[config.mk]
export PLATFORM = sky130hd
export DESIGN_NAME = idex_hazard_reg
export DESIGN_NICKNAME = d
export VERILOG_FILES = /design/src/rtl/idex_hazard_reg.sv
export SDC_FILE = /design/constraint.sdc
export NUM_CORES = 1
export LEC_CHECK = 0
export ABC_CLOCK_PERIOD_IN_PS = 2740
export CORE_ASPECT_RATIO = 0.7
export CORE_MARGIN = 10
export CORE_UTILIZATION = 40
export DETAILED_ROUTE_END_ITERATION = 10
export PLACE_DENSITY_LB_ADDON = 0.3
export SYNTH_ARGS = -nofsm -noshare
export SYNTH_HDL_FRONTEND = slang
export SYNTH_SLANG_ARGS = --single-unit
[constraint.sdc]
create_clock -name clk -period 2.74 [get_ports clk]
set_clock_uncertainty 0.05 [all_clocks]
set_input_delay 0.548 -clock clk [delete_from_list [all_inputs] [get_ports clk]]
set_output_delay 0.548 -clock clk [all_outputs]
set_load 0.005 [all_outputs]
[src/rtl/idex_hazard_reg.sv]
// ID/EX pipeline register with load-use hazard detection.
// A load in EX whose destination feeds the ID instruction forces one bubble and freezes PC and IF/ID.
module idex_hazard_reg #(
  parameter int DATA_W = 16,
  parameter int INST_W = 16,
  parameter int CNT_W  = 16
) (
  input  logic              clk,
  input  logic              rst_n,
  input  logic              hold,
  input  logic              flush,
  input  logic [INST_W-1:0] inst_curr_IFID,
  input  logic [DATA_W-1:0] rdata1_id,
  input  logic [DATA_W-1:0] rdata2_id,
  input  logic [DATA_W-1:0] imm_id,
  input  logic [3:0]        alu_op_id,
  input  logic              alu_src_id,
  input  logic              rf_wen_id,
  input  logic              mem2reg_id,
  input  logic              dmem_wen_id,
  output logic [INST_W-1:0] inst_curr_IDEX,
  output logic [DATA_W-1:0] rdata1_idex,
  output logic [DATA_W-1:0] rdata2_idex,
  output logic [DATA_W-1:0] imm_idex,
  output logic [3:0]        alu_op_idex,
  output logic              alu_src_idex,
  output logic              rf_wen_idex,
  output logic              mem2reg_idex,
  output logic              dmem_wen_idex,
  output logic              valid_idex,
  output logic              pc_wen,
  output logic              ifid_wen,
  output logic [CNT_W-1:0]  stall_cnt
);

  typedef struct packed {
    logic [INST_W-1:0] inst;
    logic [DATA_W-1:0] rdata1;
    logic [DATA_W-1:0] rdata2;
    logic [DATA_W-1:0] imm;
    logic [3:0]        alu_op;
    logic              alu_src;
    logic              rf_wen;
    logic              mem2reg;
    logic              dmem_wen;
    logic              valid;
  } idex_t;

  // Bubble has rd=0 so downstream forwarding can never match it.
  localparam idex_t BUBBLE = '{
    inst: '0, rdata1: '0, rdata2: '0, imm: '0, alu_op: '0,
    alu_src: 1'b0, rf_wen: 1'b0, mem2reg: 1'b1, dmem_wen: 1'b1, valid: 1'b0
  };

  idex_t             idex_q, idex_d, idex_in;
  logic [CNT_W-1:0]  cnt_q, cnt_d;
  logic [3:0]        rd_ex;
  logic              lu;

  assign idex_in = '{
    inst: inst_curr_IFID, rdata1: rdata1_id, rdata2: rdata2_id, imm: imm_id,
    alu_op: alu_op_id, alu_src: alu_src_id, rf_wen: rf_wen_id,
    mem2reg: mem2reg_id, dmem_wen: dmem_wen_id, valid: 1'b1
  };

  assign rd_ex = idex_q.inst[11:8];
  assign lu = idex_q.rf_wen && !idex_q.mem2reg && idex_q.valid && (rd_ex != 4'd0) &&
              ((rd_ex == inst_curr_IFID[7:4]) || (rd_ex == inst_curr_IFID[3:0]) ||
               ((rd_ex == inst_curr_IFID[11:8]) && !dmem_wen_id));

  assign pc_wen   = !hold && !(lu && !flush);
  assign ifid_wen = pc_wen;

  always_comb begin
    // NOTE: defaulting every next-state to the current state first keeps this block latch-free.
    idex_d = idex_q;
    cnt_d  = cnt_q;
    if (!hold) begin
      if (flush) begin
        idex_d = BUBBLE;
      end else if (lu) begin
        idex_d = BUBBLE;
        if (cnt_q != '1) cnt_d = cnt_q + CNT_W'(1);
      end else begin
        idex_d = idex_in;
      end
    end
  end

  always_ff @(posedge clk) begin
    // NOTE: non-blocking assignments so every register samples pre-edge values.
    if (!rst_n) begin
      idex_q <= BUBBLE;
      cnt_q  <= '0;
    end else begin
      idex_q <= idex_d;
      cnt_q  <= cnt_d;
    end
  end

  assign inst_curr_IDEX = idex_q.inst;
  assign rdata1_idex    = idex_q.rdata1;
  assign rdata2_idex    = idex_q.rdata2;
  assign imm_idex       = idex_q.imm;
  assign alu_op_idex    = idex_q.alu_op;
  assign alu_src_idex   = idex_q.alu_src;
  assign rf_wen_idex    = idex_q.rf_wen;
  assign mem2reg_idex   = idex_q.mem2reg;
  assign dmem_wen_idex  = idex_q.dmem_wen;
  assign valid_idex     = idex_q.valid;
  assign stall_cnt      = cnt_q;

endmodule

==> flow_summary.toml, run 1 <==
[floorplan]
core_area_um2 = 7910
die_area_um2 = 12200
ios = 167
initial_core_util_pct = 41.3
rows = 27
die_y_um = 95.6
die_x_um = 128

[global_routing]
gr-total-overflow = 0
grt_pass1_vias = 3015
grt_max_degree = 42
grt_pass1_wl_mm = 16.4
antenna_found_initial = 0
track_usage_pct = 16.9

[sta]
drv_slew = 0
timing.hold.ws_ns = 0.420
rsz0062_at_grt = "no"
setup_ws_ns = 0.132
relSlewSlack_pct = 47.8
setup_viol = 0
max_freq_ghz = 0.384
fin_crit_ns = 2.61
period_share_pct = 95.2
tightest_slew_ns = 0.778
hold_viol_final = 0

[synthesis]
ys_ff_latch = 89
synth_top_area_cell = "dfxtp_1"
synthDistinctLibCells = 35
seq_area_frac_synth_pct = 54.5
postSynthAreaPerCell_um2 = 10.9
yosys.area_share.simple_pct = 10.4
synth_compound_area_share_pct = 24.7
synth_fa_ha_area_share_pct = 0.383
synthCells = 301
ys_warn_count = 0
synth_top_area_share_pct = 54.5
synthMuxAreaShare_pct = 0.613
synth_area_leaders = "dfxtp_1 (55%), a22o_1 (19%), buf_6 (3.1%), xnor2_1 (2.1%), or3_1 (1.7%)"
syn_area_um2 = 3270
yosys.area_share.xor_xnor_pct = 3.48
syn-num-nets = 378
synth_top_family_by_area = "compound AO/OA/AOI/OAI gates"

[final_layout]
stdcell_count = 574
drive_gt1_share_pct = 8.46
seq_area_um2 = 1780
fillers = 626
n_antenna_cell = 0
area_growth_pct = 65.0
multi_input_area_um2 = 1330
nets = 545
final_util_pct = 68.2

[route]
drtIter0Drc = 196
vias_per_cell = 5.15
vias = 2954
wl_per_cell_um = 18.9
final_antenna_net_count = 0
routed_wl_mm = 10.9
drc_errors = 0
dr.pass1.iters = 4

[status]
status = "finished, final reports clean"

[placement]
io_buffer_count = 166
dpl_worst_slack_ns = -0.322
dp.cells = 554
gp_congestion = 0.793
hpwlAfterDp_mm = 7.95

[worst_setup_path]
arrival_ns = 2.78
cp-end-kind = "register"
worstSetupPathType = "in -> reg"
start_kind = "input port"
cp.required_ns = 2.92
crit_path_max_fanout = 20

[job]
max_cap_viol_count = 0

[clock_network]
cts_hold_buf = 0
clk_transition_reported_paths_ns = 0.06
htree_levels = 3
tritoncts = "built"
cts-root-buf = "clkbuf_16"
cts.sinks = 89
clock_latency_ns = 0.33
clock_path_buffers = 2
numCtsBuffers = 9

[power]
p_total_w = 0.00303
vdd_drop_max_uv = 423
p_leak_nw = 2.04
power.density_nw_per_um2 = 561

[hold_path]
hold_path_class = "reg -> reg"
[cell families (layout without fill, tap and decap cells)]
| logic type | Yosys count | after routing |
|---|---|---|
| mux | 2 | 2 |
| compound gates | 100 | 100 |
| xor+xnor | 13 | 13 |
| fa+ha+maj | 1 | 1 |
| buf+inv | 31 | 203 |
| flops | 89 | 89 |
| simple gates | 65 | 65 |
[worst max-delay path: stages]
cell and delay, ns:
clkdlybuf4s50_1 0.49, xnor2_1 0.12, nand3_1 0.10, nor3_2 0.22, nor2_1 0.08, buf_4 0.14, buf_4 0.12, buf_4 0.12
buf_4 0.13, o211a_4 0.28, clkbuf_16 0.19, a22o_1 0.23
[sequential cells by signal, indices dropped and copies added, names as in the netlist]
signal,count
valid_idex,1
stall_cnt,16
imm_idex,16
rdata2_idex,16
alu_op_idex,4
rdata1_idex,16
inst_curr_IDEX,16
alu_src_idex,1
mem2reg_idex,1
dmem_wen_idex,1
rf_wen_idex,1
[routing by layer]
metal | GRT usage, % | share of wire [%] | wire length, µm
met1 | 19.7 | 42 | 4540
met2 | 25.3 | 46 | 4940
met3 | 11.4 | 12 | 1280
met4 | 3.55 | 0.78 | 85
met5 | 0 | 0 | 0
[final cells by class]
cell class / count / share of cell area, %
Tap cell: 101 / 2.34
Sequential cell: 89 / 33.0
Timing Repair Buffer: 181 / 33.6
Inverter: 6 / 0.418
Multi-Input combinational cell: 181 / 24.6
Clock inverter: 5 / 1.46
Clock buffer: 11 / 4.50
[report_power, final]
group,internal [W],switching (W)
combinational,0.000227,0.000115
sequential,0.00134,0.0000285
clock,0.000823,0.000497
[path summary, 6_finish.rpt]
check,start,endpoint,slack (ns),cells past startpoint
setup reg to reg,inst_curr_IDEX[8],imm_idex[9],0.22,10
hold / removal,rdata2_idex[2],rdata2_idex[2],0.42,1
hold reg to reg,rdata2_idex[2],rdata2_idex[2],0.42,1
setup / recovery,inst_curr_IFID[11],imm_idex[9],0.13,12
[stage by stage]
step | setup TNS (ns) | cell area, µm²
final | 0 | 5390
after detailed placement | -1.18 | 4990
after global routing | 0 | 5390
after CTS | 0 | 5350
after global placement | -0.505 | 4990
after floorplan | 0 | 3270
[cells in the mapped netlist (all sizes together)]
library cell and number:
o41ai 1, or2 1, a21oi 11, nand2b 2, nand3 10, o21a 2, o211ai 1, and3 1
o21bai 2, dfxtp 89, nor4 4, inv 6, nand4 2, buf 16, or4 1, or3 9
a21o 1, clkbuf 9, xor2 5, nand2 13, nor4bb 1, o211a 1, mux2i 2, nor3 7
and4 3, and2 1, ha 1, nor2 10, xnor2 8, a22o 70, o21ai 11
[cells in the final DEF, fill, tap and decap left out, types with 2 or more instances in the layout]
| cell type | count |
|---|---|
| clkdlybuf4s50_1 | 158 |
| clkinv_2 | 2 |
| nor3_1 | 6 |
| a22o_1 | 70 |
| dfxtp_1 | 89 |
| a21oi_1 | 11 |
| o21ai_0 | 9 |
| bufinv_16 | 2 |
| dlygate4sd2_1 | 3 |
| xor2_1 | 2 |
| o21ai_1 | 2 |
| nor4_1 | 4 |
| nand2b_1 | 2 |
| xor2_2 | 3 |
| buf_12 | 2 |
| clkbuf_16 | 10 |
| nand3_1 | 10 |
| o21a_1 | 2 |
| buf_4 | 12 |
| or3_1 | 9 |
| and4_1 | 3 |
| nand4_1 | 2 |
| xnor2_1 | 8 |
| mux2i_1 | 2 |
| inv_1 | 6 |
| dlymetal6s2s_1 | 3 |
| nor2_1 | 10 |
| o21bai_1 | 2 |
| nand2_1 | 13 |
[timing repair]
action,CTS,global route
resized for setup,9,9
hold endpoints to repair,0,0
setup buffers,3,0
gates cloned,0,1
pin swaps,4,6
endpoints found under the setup margin,2,3
No activity file was read; power rests on OpenSTA's default activity.
==> run 2, diff against run 1 <==
- PLACE_DENSITY: unset -> 0.81
- PLACE_DENSITY_LB_ADDON: 0.3 -> unset
==> flow_summary.toml, run 2 (synthesis results as in run 1) <==
[status]
status = "finished, final reports clean"

[power]
clockPowerShare_pct = 45.1
p_total_w = 0.00310
p_leak_nw = 2.04
seqPwrFrac_pct = 44.1
power.density_nw_per_um2 = 576
p_int_w = 0.00247
vdd_drop_max_uv = 456
p_comb_share_pct = 10.8
switchingPower_w = 0.000625
sw_frac_of_total_pct = 20.2

[floorplan]
die_x_um = 128
rows = 27
die_y_um = 95.6
die_area_um2 = 12200
initial_core_util_pct = 41.3
ios = 167
core_area_um2 = 7910

[worst_setup_path]
arrival_ns = 2.05
cp.required_ns = 2.14
r2r_setup_slack_ns = 0.30
crit_path_max_fanout = 2
worstReg2RegStart = "stall_cnt[0]"
cp-end-kind = "primary output"
critPathLaunch = "inst_curr_IFID[1]"
worstSetupPathType = "in -> out"
start_kind = "input port"

[final_layout]
nets = 539
final_common_cell = "clkdlybuf4s50_1"
fillers = 601
area_growth_pct = 64.5
layout_common_cells = "clkdlybuf4s50_1 (156), dfxtp_1 (86), a22o_1 (70)"
n_antenna_cell = 0
drive_gt1_share_pct = 8.14

[sta]
setup_ws_ns = 0.0888
tightest_slew_ns = 0.993
setup_viol = 0
timing.hold.ws_ns = 0.422
drv_slew = 0
rsz0062_at_grt = "no"
finalSetupTns_ns = 0
period_share_pct = 96.8
relSlewSlack_pct = 33.4
hold_viol_final = 0
max_freq_ghz = 0.377
fin_crit_ns = 2.65

[global_routing]
grt_pass1_vias = 3023
track_usage_pct = 16.8
grt_max_degree = 72
gr-total-overflow = 0
antenna_found_initial = 0
grt_pass1_wl_mm = 16.4

[placement]
hpwlAfterDp_mm = 8.08
io_buffer_count = 166
gp_congestion = 0.854
dpl_worst_slack_ns = -0.269

[clock_network]
cts.sinks = 89
clk_transition_reported_paths_ns = 0.06
cts-root-buf = "clkbuf_16"
clock_path_buffers = 2
post_cts_buffers = 0
clock_latency_ns = 0.33
tritoncts = "built"
numCtsBuffers = 9
htree_levels = 3

[route]
vias = 2995
wl_per_cell_um = 19.1
vias_per_cell = 5.27
drtIter0Drc = 195
routed_wl_mm = 10.9
dr.pass1.iters = 4
drc_errors = 0
final_antenna_net_count = 0

[hold_path]
min_from = "rdata2_idex[5]"
hold_path_class = "reg -> reg"

[job]
max_cap_viol_count = 0
[run 2: cell count changes in the layout (fill, tap and decap cells not counted), sizes merged]
cell	before	now
clkbuf	13	11
dlymetal6s2s	3	5
clkinvlp	0	1
bufinv	2	3
clkinv	3	1
buf	15	9
dlygate4sd2	3	5
clkdlybuf4s50	158	156
[run 2: area by class of cell]
cell class	instances	area, µm²	share of cell area, %
flip-flops and latches	89	1790	33.2
repair buffers	175	1760	32.7
well taps	101	126	2.35
inverters	6	22.5	0.419
clock inverters	5	103	1.91
clock buffers	11	243	4.51
multi-input cells	181	1340	24.9
[run 2: worst paths after layout]
check             cells after the start             end
hold / removal                        1  rdata2_idex[5]
setup / recovery                      7        ifid_wen
setup reg to reg                      7   stall_cnt[15]
hold reg to reg                       1  rdata2_idex[5]
[run 2: routing by layer]
layer / vias to the layer above / wire (µm) / track usage [%]
met5: - / 0 / 0
met1: 1431 / 4440 / 18.9
li1: 1434 / - / -
met4: 0 / 102 / 4.02
met3: 9 / 1250 / 10.1
met2: 121 / 5080 / 27.0
[run 2: repair_timing]
| action | 4_1_cts | 5_1_grt |
|---|---|---|
| gates resized for setup | 9 | 11 |
| pin swaps | 3 | 6 |
| hold buffers | 0 | 0 |
| hold endpoints to repair | 0 | 0 |
| setup endpoints to repair | 2 | 2 |
[run 2: worst max-delay path, cell delays in order]
cell             delay [ns]
clkdlybuf4s50_1        0.44
xor2_1                 0.18
o41ai_4                0.25
nor2_2                 0.09
nor3_2                 0.19
nor2_1                 0.07
dlygate4sd2_1          0.27
[run 2: power groups by stage]
stage	Sequential, W	Combinational, W	Clock (W)
after floorplan	0.00139	0.000107	0
after global placement	0.00139	0.000328	0
after detailed placement	0.00139	0.000334	0
after CTS	0.00137	0.000337	0.00142
after global routing	0.00137	0.000357	0.00148
final	0.00137	0.000334	0.00140
[run 2: metrics by stage]
stage	util [%]	std cells	instance area (µm²)
6_report	68.0	568	5380
5_1_grt	68.0	568	5380
4_1_cts	67.6	568	5350
3_5_place_dp	63.0	552	4980
3_3_place_gp	63.0	552	4980
2_1_floorplan	-	301	3270
==> run 3, diff against run 2 <==
- SETUP_SLACK_MARGIN: unset -> 0.15
==> flow_summary.toml, run 3 (synthesis results as in run 1) <==
[sta]
hold_viol_final = 0
tightest_slew_ns = 0.770
relSlewSlack_pct = 48.3
setup_viol = 0
drv_slew = 0
finalSetupTns_ns = 0
max_freq_ghz = 0.399
period_share_pct = 91.6
fin_crit_ns = 2.51
rsz0062_at_grt = "no"

[floorplan]
die_y_um = 95.6
ios = 167
die_area_um2 = 12200
die_x_um = 128
core_area_um2 = 7910
rows = 27
initial_core_util_pct = 41.3

[final_layout]
n_antenna_cell = 0
nets = 540
final_area_um2 = 5360
final_common_cell = "clkdlybuf4s50_1"
final_util_pct = 67.8
drive_gt1_share_pct = 8.33
layout_common_cells = "clkdlybuf4s50_1 (152), dfxtp_1 (86), a22o_1 (70)"
stdcell_count = 569
area_growth_pct = 64.0

[route]
drc_errors = 0
drtIter0Drc = 193
final_antenna_net_count = 0
wl_per_cell_um = 19.1
vias = 2984
dr.pass1.iters = 4
vias_per_cell = 5.24
routed_wl_mm = 10.9

[worst_setup_path]
cp-end-kind = "primary output"
crit_path_max_fanout = 2
cp_slowest_cell = "o41ai_4"
cp.required_ns = 2.14
r2r_cells = 7
crit_chain = "dlygate4sd2_1 -> xor2_2 -> o41ai_4 -> nor2_2 -> nor3_2 -> nor2_1 -> dlygate4sd2_1"
path_buf_inv = 2
arrival_ns = 1.91
critPathTopFamily = "buffers and inverters"
start_kind = "input port"
worstSetupPathType = "in -> out"
path_depth = 7
cpMostUsedCell = "dlygate4sd2_1"
critPathMaxStageDelay_ns = 0.36

[global_routing]
grt_max_degree = 72
grt_pass1_vias = 3022
track_usage_pct = 16.9
gr-total-overflow = 0
grt_pass1_wl_mm = 16.5
antenna_found_initial = 0

[clock_network]
numCtsBuffers = 9
tritoncts = "built"
clk_transition_reported_paths_ns = 0.06
cts-root-buf = "clkbuf_16"
cts.sinks = 89
clock_latency_ns = 0.33
clock_path_buffers = 2
htree_levels = 3

[status]
status = "finished, final reports clean"

[hold_path]
worstHoldPathCells = 1
hold_path_class = "reg -> reg"

[placement]
detailed_place.area_um2 = 4980
io_buffer_count = 166
hpwlAfterDp_mm = 8.08
dp.cells = 552
gp_congestion = 0.854

[power]
power.density_nw_per_um2 = 577
p_leak_nw = 2.02
vdd_drop_max_uv = 456
p_total_w = 0.00309

[job]
max_cap_viol_count = 0
## run 3: layout make-up
type	count	area [µm²]
well taps	101	126
clock buffers	11	243
repair buffers	176	1750
inverters	6	22.5
flip-flops and latches	89	1790
fillers	614	2540
clock inverters	5	103
multi-input cells	181	1330
## run 3: final timing paths
path                startpoint              to  slack [ns]
max reg2reg       stall_cnt[0]   stall_cnt[12]        0.42
min             rdata2_idex[5]  rdata2_idex[5]        0.42
min reg2reg     rdata2_idex[5]  rdata2_idex[5]        0.42
max          inst_curr_IFID[0]        ifid_wen        0.23
## run 3: metrics by stage
step	setup slack, ns	hold slack (ns)
after floorplan	0.538	0.416
after global placement	-0.256	0.405
after detailed placement	-0.269	0.406
after CTS	0.166	0.427
after global routing	0.156	0.436
final	0.231	0.422
## run 3: report_power, final
part	internal, W	switching [W]
logic	0.000217	0.000114
clock network	0.000914	0.000483
registers	0.00134	0.0000289
total	0.00247	0.000626
## run 3: metal layers
layer / track usage, % / vias to the layer above / wire length [µm]
met1: 19.1 / 1430 / 4430
met5: 0 / - / 0
met2: 26.9 / 111 / 5160
li1: - / 1435 / -
met3: 10.1 / 8 / 1210
met4: 4.02 / 0 / 97
## run 3: what timing repair did
action | 4_1_cts | 5_1_grt
resized for setup | 20 | 4
buffers inserted | 1 | 0
setup endpoints to repair | 2 | 5
pin swaps | 8 | 2
hold buffers | 0 | 0
## run 3: worst reg2reg max path, cell delays in order, from the launching register on
cell and delay, ns:
dfxtp_1 0.39, ha_1 0.22, and4_1 0.19, nor4bb_1 0.48, nor3_1 0.11, o21ai_1 0.44
nor3_1 0.16, mux2i_1 0.16
